===== src/rtl/vl53l0x_i2c_responder_pkg.sv =====
// Shared constants, FSM encoding and the read-map decode for the VL53L0X
// register-interface responder.
package vl53l0x_i2c_responder_pkg;

    localparam logic [6:0] DEV_ADDR_DEFAULT  = 7'h29;
    localparam logic [7:0] DEVICE_ID_DEFAULT = 8'hEE;

    localparam logic [7:0] REG_SYSRANGE_START   = 8'h00;
    localparam logic [7:0] REG_INT_CLEAR        = 8'h0B;
    localparam logic [7:0] REG_RESULT_INT_STAT  = 8'h13;
    localparam logic [7:0] REG_RANGE_HI         = 8'h1E;
    localparam logic [7:0] REG_RANGE_LO         = 8'h1F;
    localparam logic [7:0] REG_MODEL_ID         = 8'hC0;

    typedef enum logic [3:0] {
        IDLE      = 4'd0,
        ADDR      = 4'd1,
        ADDR_ACK  = 4'd2,
        REG       = 4'd3,
        REG_ACK   = 4'd4,
        WDATA     = 4'd5,
        WDATA_ACK = 4'd6,
        RDATA     = 4'd7,
        RACK      = 4'd8,
        IGNORE    = 4'd9
    } state_t;

    // Read map: only the identification, interrupt status and range
    // registers return data; everything else reads as zero.
    function automatic logic [7:0] read_mux(input logic [7:0]  ptr,
                                            input logic [15:0] rng,
                                            input logic        vld,
                                            input logic [7:0]  dev_id);
        logic [7:0] val;
        val = 8'h00;
        case (ptr)
            REG_MODEL_ID:        val = dev_id;
            REG_RESULT_INT_STAT: val = {5'b0, (vld ? 3'b100 : 3'b000)};
            REG_RANGE_HI:        val = rng[15:8];
            REG_RANGE_LO:        val = rng[7:0];
            default:             val = 8'h00;
        endcase
        return val;
    endfunction

endpackage


===== src/rtl/vl53l0x_i2c_responder_bus_sync.sv =====
// Two-flop synchroniser for the raw I2C pad inputs plus SCL edge and
// START/STOP condition pulses, all derived from synchronised levels.
module vl53l0x_i2c_responder_bus_sync (
    input  logic clk,
    input  logic rst_n,
    input  logic scl_in,
    input  logic sda_in,
    output logic sda,
    output logic scl_rise,
    output logic scl_fall,
    output logic start_det,
    output logic stop_det
);

    logic scl_meta, scl_s, scl_d;
    logic sda_meta, sda_s, sda_d;

    // Synchronise both lines and keep one extra stage for edge detection;
    // reset to the idle-bus level so no false edge appears after reset.
    always_ff @(posedge clk or negedge rst_n) begin
        if (!rst_n) begin
            scl_meta <= 1'b1;
            scl_s    <= 1'b1;
            scl_d    <= 1'b1;
            sda_meta <= 1'b1;
            sda_s    <= 1'b1;
            sda_d    <= 1'b1;
        end else begin
            scl_meta <= scl_in;
            scl_s    <= scl_meta;
            scl_d    <= scl_s;
            sda_meta <= sda_in;
            sda_s    <= sda_meta;
            sda_d    <= sda_s;
        end
    end

    assign sda       = sda_s;
    assign scl_rise  =  scl_s & ~scl_d;
    assign scl_fall  = ~scl_s &  scl_d;
    // SDA may only move while SCL is high to signal START/STOP.
    assign start_det = scl_s & scl_d &  sda_d & ~sda_s;
    assign stop_det  = scl_s & scl_d & ~sda_d &  sda_s;

endmodule


===== src/rtl/vl53l0x_i2c_responder.sv =====
// I2C target emulating the VL53L0X register interface. Register writes are
// not stored; they are forwarded to the fabric as single-cycle strobes.
// Handshake: wr_valid, start_meas and int_clear are unqualified one-cycle
// pulses (no ready); wr_addr/wr_data are meaningful in the cycle wr_valid is 1.
module vl53l0x_i2c_responder
    import vl53l0x_i2c_responder_pkg::*;
#(
    parameter logic [6:0] DEV_ADDR  = DEV_ADDR_DEFAULT,
    parameter logic [7:0] DEVICE_ID = DEVICE_ID_DEFAULT
) (
    input  logic        clk,
    input  logic        rst_n,
    input  logic        scl_in,
    input  logic        sda_in,
    output logic        sda_oe,
    input  logic [15:0] range_mm,
    input  logic        range_valid,
    output logic        wr_valid,
    output logic [7:0]  wr_addr,
    output logic [7:0]  wr_data,
    output logic        start_meas,
    output logic        int_clear,
    output logic        busy,
    output logic [3:0]  state_dbg
);

    logic sda_s, scl_rise, scl_fall, start_det, stop_det;

    vl53l0x_i2c_responder_bus_sync u_sync (
        .clk       (clk),
        .rst_n     (rst_n),
        .scl_in    (scl_in),
        .sda_in    (sda_in),
        .sda       (sda_s),
        .scl_rise  (scl_rise),
        .scl_fall  (scl_fall),
        .start_det (start_det),
        .stop_det  (stop_det)
    );

    state_t      state_q, state_d;
    logic [2:0]  bit_cnt_q, bit_cnt_d;
    logic [7:0]  shift_q, shift_d;
    logic [7:0]  tx_q, tx_d;
    logic [7:0]  reg_ptr_q, reg_ptr_d;
    logic [15:0] snap_range_q, snap_range_d;
    logic        snap_valid_q, snap_valid_d;
    logic        rw_q, rw_d;
    logic        sda_oe_d, busy_d;
    logic        wr_valid_d, start_meas_d, int_clear_d;
    logic [7:0]  wr_addr_d, wr_data_d;

    logic [7:0]  rx_byte;
    logic [7:0]  ptr_inc;
    logic [7:0]  rd_first;
    logic [7:0]  rd_next;

    // Byte completed by the bit being sampled this cycle.
    assign rx_byte  = {shift_q[6:0], sda_s};
    assign ptr_inc  = reg_ptr_q + 8'd1;
    // First byte of a read comes from the live inputs (snapshot is being
    // captured in the same cycle); later bytes come from the snapshot.
    assign rd_first = read_mux(reg_ptr_q, range_mm, range_valid, DEVICE_ID);
    assign rd_next  = read_mux(ptr_inc, snap_range_q, snap_valid_q, DEVICE_ID);
    assign state_dbg = state_q;

    // State and datapath registers; reset releases SDA immediately.
    always_ff @(posedge clk or negedge rst_n) begin
        if (!rst_n) begin
            state_q      <= IDLE;
            bit_cnt_q    <= 3'd0;
            shift_q      <= 8'h00;
            tx_q         <= 8'h00;
            reg_ptr_q    <= 8'h00;
            snap_range_q <= 16'h0000;
            snap_valid_q <= 1'b0;
            rw_q         <= 1'b0;
            sda_oe       <= 1'b0;
            busy         <= 1'b0;
            wr_valid     <= 1'b0;
            wr_addr      <= 8'h00;
            wr_data      <= 8'h00;
            start_meas   <= 1'b0;
            int_clear    <= 1'b0;
        end else begin
            state_q      <= state_d;
            bit_cnt_q    <= bit_cnt_d;
            shift_q      <= shift_d;
            tx_q         <= tx_d;
            reg_ptr_q    <= reg_ptr_d;
            snap_range_q <= snap_range_d;
            snap_valid_q <= snap_valid_d;
            rw_q         <= rw_d;
            sda_oe       <= sda_oe_d;
            busy         <= busy_d;
            wr_valid     <= wr_valid_d;
            wr_addr      <= wr_addr_d;
            wr_data      <= wr_data_d;
            start_meas   <= start_meas_d;
            int_clear    <= int_clear_d;
        end
    end

    // Next-state and output decode. START/STOP override every state. In the
    // *_ACK states sda_oe doubles as the phase flag: the first SCL fall
    // starts driving the ACK, the second ends the ACK slot.
    always_comb begin
        state_d      = state_q;
        bit_cnt_d    = bit_cnt_q;
        shift_d      = shift_q;
        tx_d         = tx_q;
        reg_ptr_d    = reg_ptr_q;
        snap_range_d = snap_range_q;
        snap_valid_d = snap_valid_q;
        rw_d         = rw_q;
        sda_oe_d     = sda_oe;
        busy_d       = busy;
        wr_valid_d   = 1'b0;
        wr_addr_d    = wr_addr;
        wr_data_d    = wr_data;
        start_meas_d = 1'b0;
        int_clear_d  = 1'b0;

        if (stop_det) begin
            state_d   = IDLE;
            sda_oe_d  = 1'b0;
            busy_d    = 1'b0;
            bit_cnt_d = 3'd0;
        end else if (start_det) begin
            state_d   = ADDR;
            sda_oe_d  = 1'b0;
            bit_cnt_d = 3'd0;
        end else begin
            case (state_q)
                IDLE: ;
                ADDR: if (scl_rise) begin
                    shift_d   = rx_byte;
                    bit_cnt_d = bit_cnt_q + 3'd1;
                    if (bit_cnt_q == 3'd7) begin
                        if (rx_byte[7:1] == DEV_ADDR) begin
                            state_d = ADDR_ACK;
                            rw_d    = rx_byte[0];
                            busy_d  = 1'b1;
                        end else begin
                            state_d = IGNORE;
                        end
                    end
                end
                ADDR_ACK: if (scl_fall) begin
                    if (!sda_oe) begin
                        sda_oe_d = 1'b1;
                    end else begin
                        bit_cnt_d = 3'd0;
                        if (rw_q) begin
                            snap_range_d = range_mm;
                            snap_valid_d = range_valid;
                            tx_d         = rd_first;
                            sda_oe_d     = ~rd_first[7];
                            state_d      = RDATA;
                        end else begin
                            sda_oe_d = 1'b0;
                            state_d  = REG;
                        end
                    end
                end
                REG: if (scl_rise) begin
                    shift_d   = rx_byte;
                    bit_cnt_d = bit_cnt_q + 3'd1;
                    if (bit_cnt_q == 3'd7) begin
                        reg_ptr_d = rx_byte;
                        state_d   = REG_ACK;
                    end
                end
                REG_ACK: if (scl_fall) begin
                    if (!sda_oe) begin
                        sda_oe_d = 1'b1;
                    end else begin
                        sda_oe_d  = 1'b0;
                        bit_cnt_d = 3'd0;
                        state_d   = WDATA;
                    end
                end
                WDATA: if (scl_rise) begin
                    shift_d   = rx_byte;
                    bit_cnt_d = bit_cnt_q + 3'd1;
                    if (bit_cnt_q == 3'd7) begin
                        wr_valid_d   = 1'b1;
                        wr_addr_d    = reg_ptr_q;
                        wr_data_d    = rx_byte;
                        start_meas_d = (reg_ptr_q == REG_SYSRANGE_START) && (rx_byte == 8'h01);
                        int_clear_d  = (reg_ptr_q == REG_INT_CLEAR);
                        state_d      = WDATA_ACK;
                    end
                end
                WDATA_ACK: if (scl_fall) begin
                    if (!sda_oe) begin
                        sda_oe_d = 1'b1;
                    end else begin
                        sda_oe_d  = 1'b0;
                        bit_cnt_d = 3'd0;
                        reg_ptr_d = ptr_inc;
                        state_d   = WDATA;
                    end
                end
                RDATA: begin
                    // bit_cnt counts bits already presented on SCL rises;
                    // each fall drives the next bit, MSB first.
                    if (scl_fall) begin
                        sda_oe_d = ~tx_q[3'd7 - bit_cnt_q];
                    end
                    if (scl_rise) begin
                        if (bit_cnt_q == 3'd7) begin
                            bit_cnt_d = 3'd0;
                            state_d   = RACK;
                        end else begin
                            bit_cnt_d = bit_cnt_q + 3'd1;
                        end
                    end
                end
                RACK: begin
                    // bit_cnt phases: 0 release SDA, 1 sample initiator ACK,
                    // 2 present next byte.
                    if (scl_fall && bit_cnt_q == 3'd0) begin
                        sda_oe_d  = 1'b0;
                        bit_cnt_d = 3'd1;
                    end else if (scl_rise && bit_cnt_q == 3'd1) begin
                        if (sda_s) state_d = IGNORE;
                        else       bit_cnt_d = 3'd2;
                    end else if (scl_fall && bit_cnt_q == 3'd2) begin
                        reg_ptr_d = ptr_inc;
                        tx_d      = rd_next;
                        sda_oe_d  = ~rd_next[7];
                        bit_cnt_d = 3'd0;
                        state_d   = RDATA;
                    end
                end
                IGNORE: ;
                default: state_d = IDLE;
            endcase
        end
    end

endmodule

===== config.mk =====
export PLATFORM = sky130hd
export DESIGN_NAME = vl53l0x_i2c_responder
export DESIGN_NICKNAME = d
export VERILOG_FILES = /design/src/rtl/vl53l0x_i2c_responder_pkg.sv /design/src/rtl/vl53l0x_i2c_responder_bus_sync.sv /design/src/rtl/vl53l0x_i2c_responder.sv
export SDC_FILE = /design/constraint.sdc
export NUM_CORES = 1
export LEC_CHECK = 0
export CORE_ASPECT_RATIO = 0.8
export CORE_UTILIZATION = 52
export CTS_BUF_LIST = sky130_fd_sc_hd__clkbuf_2
export CTS_CLUSTER_DIAMETER = 40
export DETAILED_ROUTE_END_ITERATION = 8
export PLACE_DENSITY = 0.74
export SLEW_MARGIN = 20
export SYNTH_ARGS = -nofsm -noshare
export SYNTH_HDL_FRONTEND = slang
export SYNTH_SLANG_ARGS = --single-unit

===== constraint.sdc =====
create_clock -name clk -period 2.4 [get_ports clk]
set_input_delay 0.48 -clock clk [delete_from_list [all_inputs] [get_ports clk]]
set_output_delay 0.48 -clock clk [all_outputs]
set_load 0.02 [all_outputs]

==> out/qor.yml, run 1 <==
synthesis:
  synth_edf_count: 0
  ys_warn_count: 0
  synthArstFlopShare_pct: 100.0
  synth_ff_type: "dfrtp_1"
  avgSynthCellArea_um2: 9.968
  mappedNetlistArea_um2: 4456
  syn_nets: 478
  yosys_register_bits: 75
  synth_cell_type_count: 73
  ys_seq_area_share_pct: 42.29
  synthCells: 447
floorplanning:
  fp.dieW_um: 105.5
  dieArea_um2: 8945
  ios: 46
  core_area_um2: 8128
  placement_rows: 29
  die_h_um: 84.80
  initial_core_util_pct: 54.82
route:
  drtAntennaViolNets: 0
  drc: 0
  vias: 3842
  dr.first_iter.drc_count: 303
  routed_via_density: 6.167
  wl_per_cell_um: 18.43
  first_pass_iters: 5
  routed_wirelength_um: 11480
finish:
  drive_gt1_share_pct: 24.27
  antennaDiodeCount: 0
  area.growth.synth_to_final_pct: 20.13
  fill_cells: 661
  nNetsFinal: 543
  fin_util_pct: 65.86
  final_area_um2: 5353
  finalNonFillerCells: 623
placement:
  place_area_um2: 5224
  port_buffers: 45
  pre_cts_ws_ns: 0.1319
  dp_cells: 608
  place.gp.congestion: 0.9493
  hpwlAfterDp_um: 8681
sta:
  hold_ws_ns: 0.2973
  drv_slew: 0
  fmax_mhz: 439.7
  tns_ns: 0
  period_share_pct: 94.76
  rsz0062_at_grt: "false"
  slew_headroom_pct: 61.20
  period_needed_ns: 2.274
  setup_ws_ns: 0.1257
  finalHoldViolCount: 0
  setup_viol_count_final: 0
  skew_ns: 0.02580
  worst_pin_slew_ns: 0.5767
setup_path:
  cp_max_fo: 6
  startpoint_type: "flip-flop"
  worst-r2r-setup-slack_ns: 0.15
  criticalPathCategory: "reg -> out"
  worstPathRequired_ns: 1.92
  crit_path_end_kind: "output pin"
  cp_data_arrival_time_ns: 1.79
power:
  ir_worst_vdd_mv: 0.7553
  pwr_density_cell_nw_per_um2: 947.5
  total_power_mw: 5.072
  leakage_nw: 2.140
grt:
  antenna_found_initial: 0
  overflow: 0
  track_usage_pct: 27.76
  grt_first_pass_wirelength_um: 19290
  grt_max_degree: 43
  grt_pass1_vias: 3769
clock_network:
  clk_pin_slew_ns: 0.21
  clkSinkCount: 75
  cts.htree.levels: 3
  cts_buffers: 9
  clkLatencyLatePin_ns: 0.55
  root_buffer: "clkbuf_2"
  cts_tree: "done"
  post_cts_buffers: 0
  cts.path.max_buffers: 2
min_path:
  hold_path_class: "in -> reg"
outcome:
  outcome: "finished, final reports clean"
run:
  drv_cap: 0
-- report_power, final --
part           internal, mW  leakage (nW)  switching [mW]  total [mW]
Clock                 0.234        0.0601           0.446       0.681
Combinational          1.09          1.18            1.40        2.49
Sequential             1.51         0.904           0.396        1.90
Total                  2.83          2.14            2.24        5.07
-- synthesized netlist by cell type, types with 3 or more instances --
cell type	count	area (µm²)
dfrtp_1	69	1727
mux2_2	41	461.7
a21oi_1	34	170.2
nor2_1	32	120.1
nand2_1	31	116.4
o21ai_0	23	115.1
clkbuf_1	15	56.30
inv_1	14	52.55
nand3_1	12	60.06
o211ai_1	12	90.09
buf_2	10	50.05
ha_1	10	125.1
nor2b_1	8	50.05
dfstp_2	6	157.7
nand4_1	6	37.54
nor3_1	6	30.03
a221oi_1	5	43.79
a22oi_1	5	37.54
nand3b_1	5	37.54
a211oi_1	4	30.03
a211oi_2	4	50.05
a31oi_1	4	25.02
and3_1	4	25.02
a211o_1	3	26.28
mux2i_1	3	30.03
nand2b_1	3	18.77
nor3b_1	3	22.52
nor4_1	3	18.77
nor4b_1	3	26.28
o22ai_1	3	18.77
or2_2	3	18.77
xnor2_1	3	26.28
-- routing by layer --
metal / track usage, % / wire length, µm / share of wire [%] / vias to the layer above
met5: 0 / 0 / 0 / -
met4: 6.187 / 99 / 0.86 / 0
met3: 8.385 / 866 / 7.5 / 12
met2: 40.85 / 5081 / 44 / 153
met1: 40.41 / 5436 / 47 / 1884
li1: - / - / - / 1793
-- flip-flops by register name, indices dropped and copies added, names as in the netlist --
name             cells
tx_q                 8
snap_range_q        16
wr_addr              8
reg_ptr_q            8
u_sync.scl_meta      1
snap_valid_q         1
u_sync.sda_d         1
state_dbg            4
wr_valid             1
u_sync.scl_s         1
sda_oe               1
shift_q              7
start_meas           1
u_sync.scl_d         1
busy                 1
rw_q                 1
u_sync.sda           1
wr_data              8
u_sync.sda_meta      1
bit_cnt_q            3
int_clear            1
-- cells in the final DEF, fill, tap and decap left out, drive strengths merged, types with 4 or more instances in the layout --
cell type and count:
or2 5, nand3 13, a22oi 6, nand3b 5, dfrtp 69, mux2 41
nor2b 8, a31oi 4, and3 4, nor3 6, ha 10, a21oi 34
o21ai 24, clkdlybuf4s50 44, nor2 32, nand2 31, buf 40, clkbuf 10
a221oi 5, nand4 6, nor4b 5, a211oi 9, inv 14, dfstp 6
o211ai 13
-- critical path, stage by stage, from the launching register on --
cell and delay (ns):
dfrtp_1 0.47, buf_4 0.19, clkdlybuf4s50_1 0.60
-- final timing paths --
check | startpoint | endpoint | cells after the start
max | state_dbg[1] | state_dbg[1] | 2
min | sda_in | u_sync.sda_meta | 1
max reg2reg | reg_ptr_q[0] | tx_q[2] | 8
min reg2reg | u_sync.sda_meta | u_sync.sda | 0
max in group asynchronous | rst_n | u_sync.sda_d | 3
min in group asynchronous | rst_n | snap_range_q[7] | 2
-- area by class of cell --
class                      instances  area [µm²]  share of cell area (%)
clock buffer                      10       50.05                  0.9350
sequential                        75        1887                   35.25
tap                              108       135.1                   2.525
timing repair buffer              85       788.3                   14.73
inverter                          14       52.55                  0.9818
clock inverter                     4       53.80                   1.005
multi-input combinational        327        2386                   44.58
-- logic make-up (layout without fill, tap and decap cells) --
group	Yosys count	count (layout)	share of synthesized area (%)
compound gates	129	129	20.50
xor+xnor	5	5	0.9830
fa+ha+maj	10	10	2.808
buf+inv	45	113	4.437
flops	75	75	42.29
mux	46	46	12.05
simple gates	137	137	16.93
-- what timing repair did --
item                                    CTS  global route
endpoints found under the setup margin    1             8
gates resized for setup                   1             4
hold endpoints to repair                 40             0
hold buffers                              1             0
Power figures use the tool's default switching activity.
==> inputs of run 2 (changes only) <==
Settings changed: CORE_MARGIN set to 1.5, SYNTH_HIERARCHICAL set to 1.
==> out/qor.yml, run 2 <==
finish:
  nNetsFinal: 537
  final_area_um2: 5263
  final_cell_mix: "dfrtp_1 (66), clkdlybuf4s50_1 (44), mux2_2 (42)"
  largest_reg_flops: 16
  antennaDiodeCount: 0
  area.growth.synth_to_final_pct: 18.95
  top_register: "snap_range_q"
  drive_gt1_share_pct: 23.29
  layout_commonest_cell: "dfrtp_1"
floorplanning:
  fp.dieW_um: 106.1
  core_area_um2: 8092
  die_h_um: 85.50
  placement_rows: 29
  ios: 46
  initial_core_util_pct: 54.68
  dieArea_um2: 9074
setup_path:
  cp_num_buf_inv: 1
  critPathMaxStageDelay_ns: 0.68
  cp_data_arrival_time_ns: 1.81
  crit_path_end_kind: "output pin"
  cp_max_fo: 11
  path_delay_family: "buffers and inverters"
  crit_path_cell_trace: "clkdlybuf4s50_1"
  startpoint_type: "flip-flop"
  criticalPathCategory: "reg -> out"
  worstPathRequired_ns: 1.92
  worst_path_max_delay_cell: "clkdlybuf4s50_1"
synthesis:
  avgSynthCellArea_um2: 10.01
  netlist.area_leader.share_pct: 39.03
  synth_ff_type: "dfrtp_1"
  yosys.area.top_type: "dfrtp_1"
  yosysMostFrequentCell: "dfrtp_1"
  synth_common_cells: "dfrtp_1 (69), mux2_2 (42), nor2_1 (33)"
  mappedNetlistArea_um2: 4424
  synth_area_leaders: "dfrtp_1 (39%), mux2_2 (11%), dfstp_2 (3.6%)"
  synthArstFlopShare_pct: 100.0
  yosys_register_bits: 75
  ys_warn_count: 6
  synth_cell_type_count: 74
  ys_seq_area_share_pct: 42.59
  syn_nets: 473
  synthCells: 442
  synth_edf_count: 0
route:
  drtAntennaViolNets: 0
  routed_wirelength_um: 11130
  vias: 3770
  dr.first_iter.drc_count: 239
  drc: 0
  first_pass_iters: 5
  routed_via_density: 6.090
  wl_per_cell_um: 17.97
sta:
  worst_pin_slew_ns: 0.4917
  period_needed_ns: 2.291
  setup_viol_count_final: 0
  slew_headroom_pct: 66.87
  fmax_mhz: 436.5
  drv_slew: 0
  tns_ns: 0
  setup_ws_ns: 0.1092
  finalHoldViolCount: 0
  skew_ns: 0.02551
  rsz0062_at_grt: "false"
  period_share_pct: 95.45
  hold_ws_ns: 0.3484
power:
  share_comb_of_total_power_pct: 38.7
  total_power_mw: 3.794
  power.share.clock_pct: 15.1
  ir_worst_vdd_mv: 0.3895
  pwr_density_cell_nw_per_um2: 720.9
  sw_frac_of_total_pct: 40.49
  switching_power_mw: 1.536
  leakage_nw: 2.184
  pwr-share-seq_pct: 46.2
  internal-power_mw: 2.258
min_path:
  hold_path_class: "in -> reg"
placement:
  hpwlAfterDp_um: 8307
  port_buffers: 45
  pre_cts_ws_ns: 0.1228
  place.gp.congestion: 0.9464
  place_area_um2: 5122
grt:
  grt_pass1_vias: 3733
  track_usage_pct: 26.31
  overflow: 0
  grt_first_pass_wirelength_um: 18860
  grt_max_degree: 41
  antenna_found_initial: 0
clock_network:
  clkSinkCount: 75
  cts_tree: "done"
  cts.path.max_buffers: 2
  cts.htree.levels: 3
  root_buffer: "clkbuf_2"
  clkLatencyLatePin_ns: 0.51
  clk_pin_slew_ns: 0.19
  cts_buffers: 9
run:
  drv_cap: 0
outcome:
  outcome: "finished, final reports clean"
## run 2: cell count changes after synthesis, moves of 5 or more
| cell | before | now |
|---|---|---|
| o21ai_0 | 23 | 14 |
| a22oi_1 | 5 | 11 |
| clkbuf_1 | 15 | 9 |
| buf_2 | 10 | 15 |
| nand2b_1 | 3 | 9 |
| a221oi_1 | 5 | 0 |
| o211ai_1 | 12 | 3 |
| o22a_1 | 1 | 7 |
## run 2: worst paths after layout
kind	startpoint	to	slack (ns)	cells after the start
max	state_dbg[2]	state_dbg[2]	0.11	1
min	sda_in	u_sync/sda_meta	0.35	1
max reg2reg	reg_ptr_q[3]	tx_q[2]	0.12	6
min reg2reg	u_sync/scl_meta	u_sync/scl_s	0.37	0
max in group asynchronous	rst_n	u_sync/scl_d	1.30	3
min in group asynchronous	rst_n	wr_addr[3]	0.43	2
## run 2: layout make-up
class	count	area, µm²
Clock inverter	6	32.53
Clock buffer	10	50.05
Multi-Input combinational cell	323	2361
Timing Repair Buffer	84	747.0
Inverter	13	48.80
Tap cell	108	135.1
Sequential cell	75	1888
Fill cell	671	2829
## run 2: repair_timing
item,in CTS,in global routing
resized for setup,0,8
setup buffers,0,2
hold endpoints to repair,37,0
hold buffers,1,0
endpoints found under the setup margin,0,12
## run 2: per-stage QoR
step,cells,util [%]
global route,619,65.04
global placement,600,63.31
detailed placement,600,63.31
finish,619,65.04
floorplan,442,-
CTS,617,64.45
## run 2: kinds of logic (layout without fill, tap and decap cells)
logic type      after synthesis  after routing  synth area share (%)
compound gates              121            121                 19.51
xor+xnor                      2              2                0.3960
fa+ha+maj                    10             10                 2.828
buf+inv                      44            113                 4.609
flops                        75             75                 42.59
mux                          48             48                 12.05
simple gates                142            142                 18.01
## run 2: power by group through the flow
stage	clock, mW	combinational (mW)	sequential [mW]
floorplan	0	0.990	1.67
global placement	0	1.41	1.76
detailed placement	0	1.43	1.77
CTS	0.585	1.44	1.74
global route	0.634	1.61	1.79
finish	0.573	1.47	1.75
## run 2: metal layers
| layer | GRT usage, % | wire length, µm |
|---|---|---|
| met5 | 0 | 0 |
| met4 | 7.985 | 166 |
| met3 | 6.231 | 724 |
| met2 | 39.30 | 5047 |
| met1 | 38.14 | 5188 |
## run 2: worst register-to-register path, delay by kind of cell (launching register included)
family / cells / cell delay [ns]
simple gates: 4 / 0.89
flops: 1 / 0.61
mux: 1 / 0.40
compound gates: 1 / 0.30
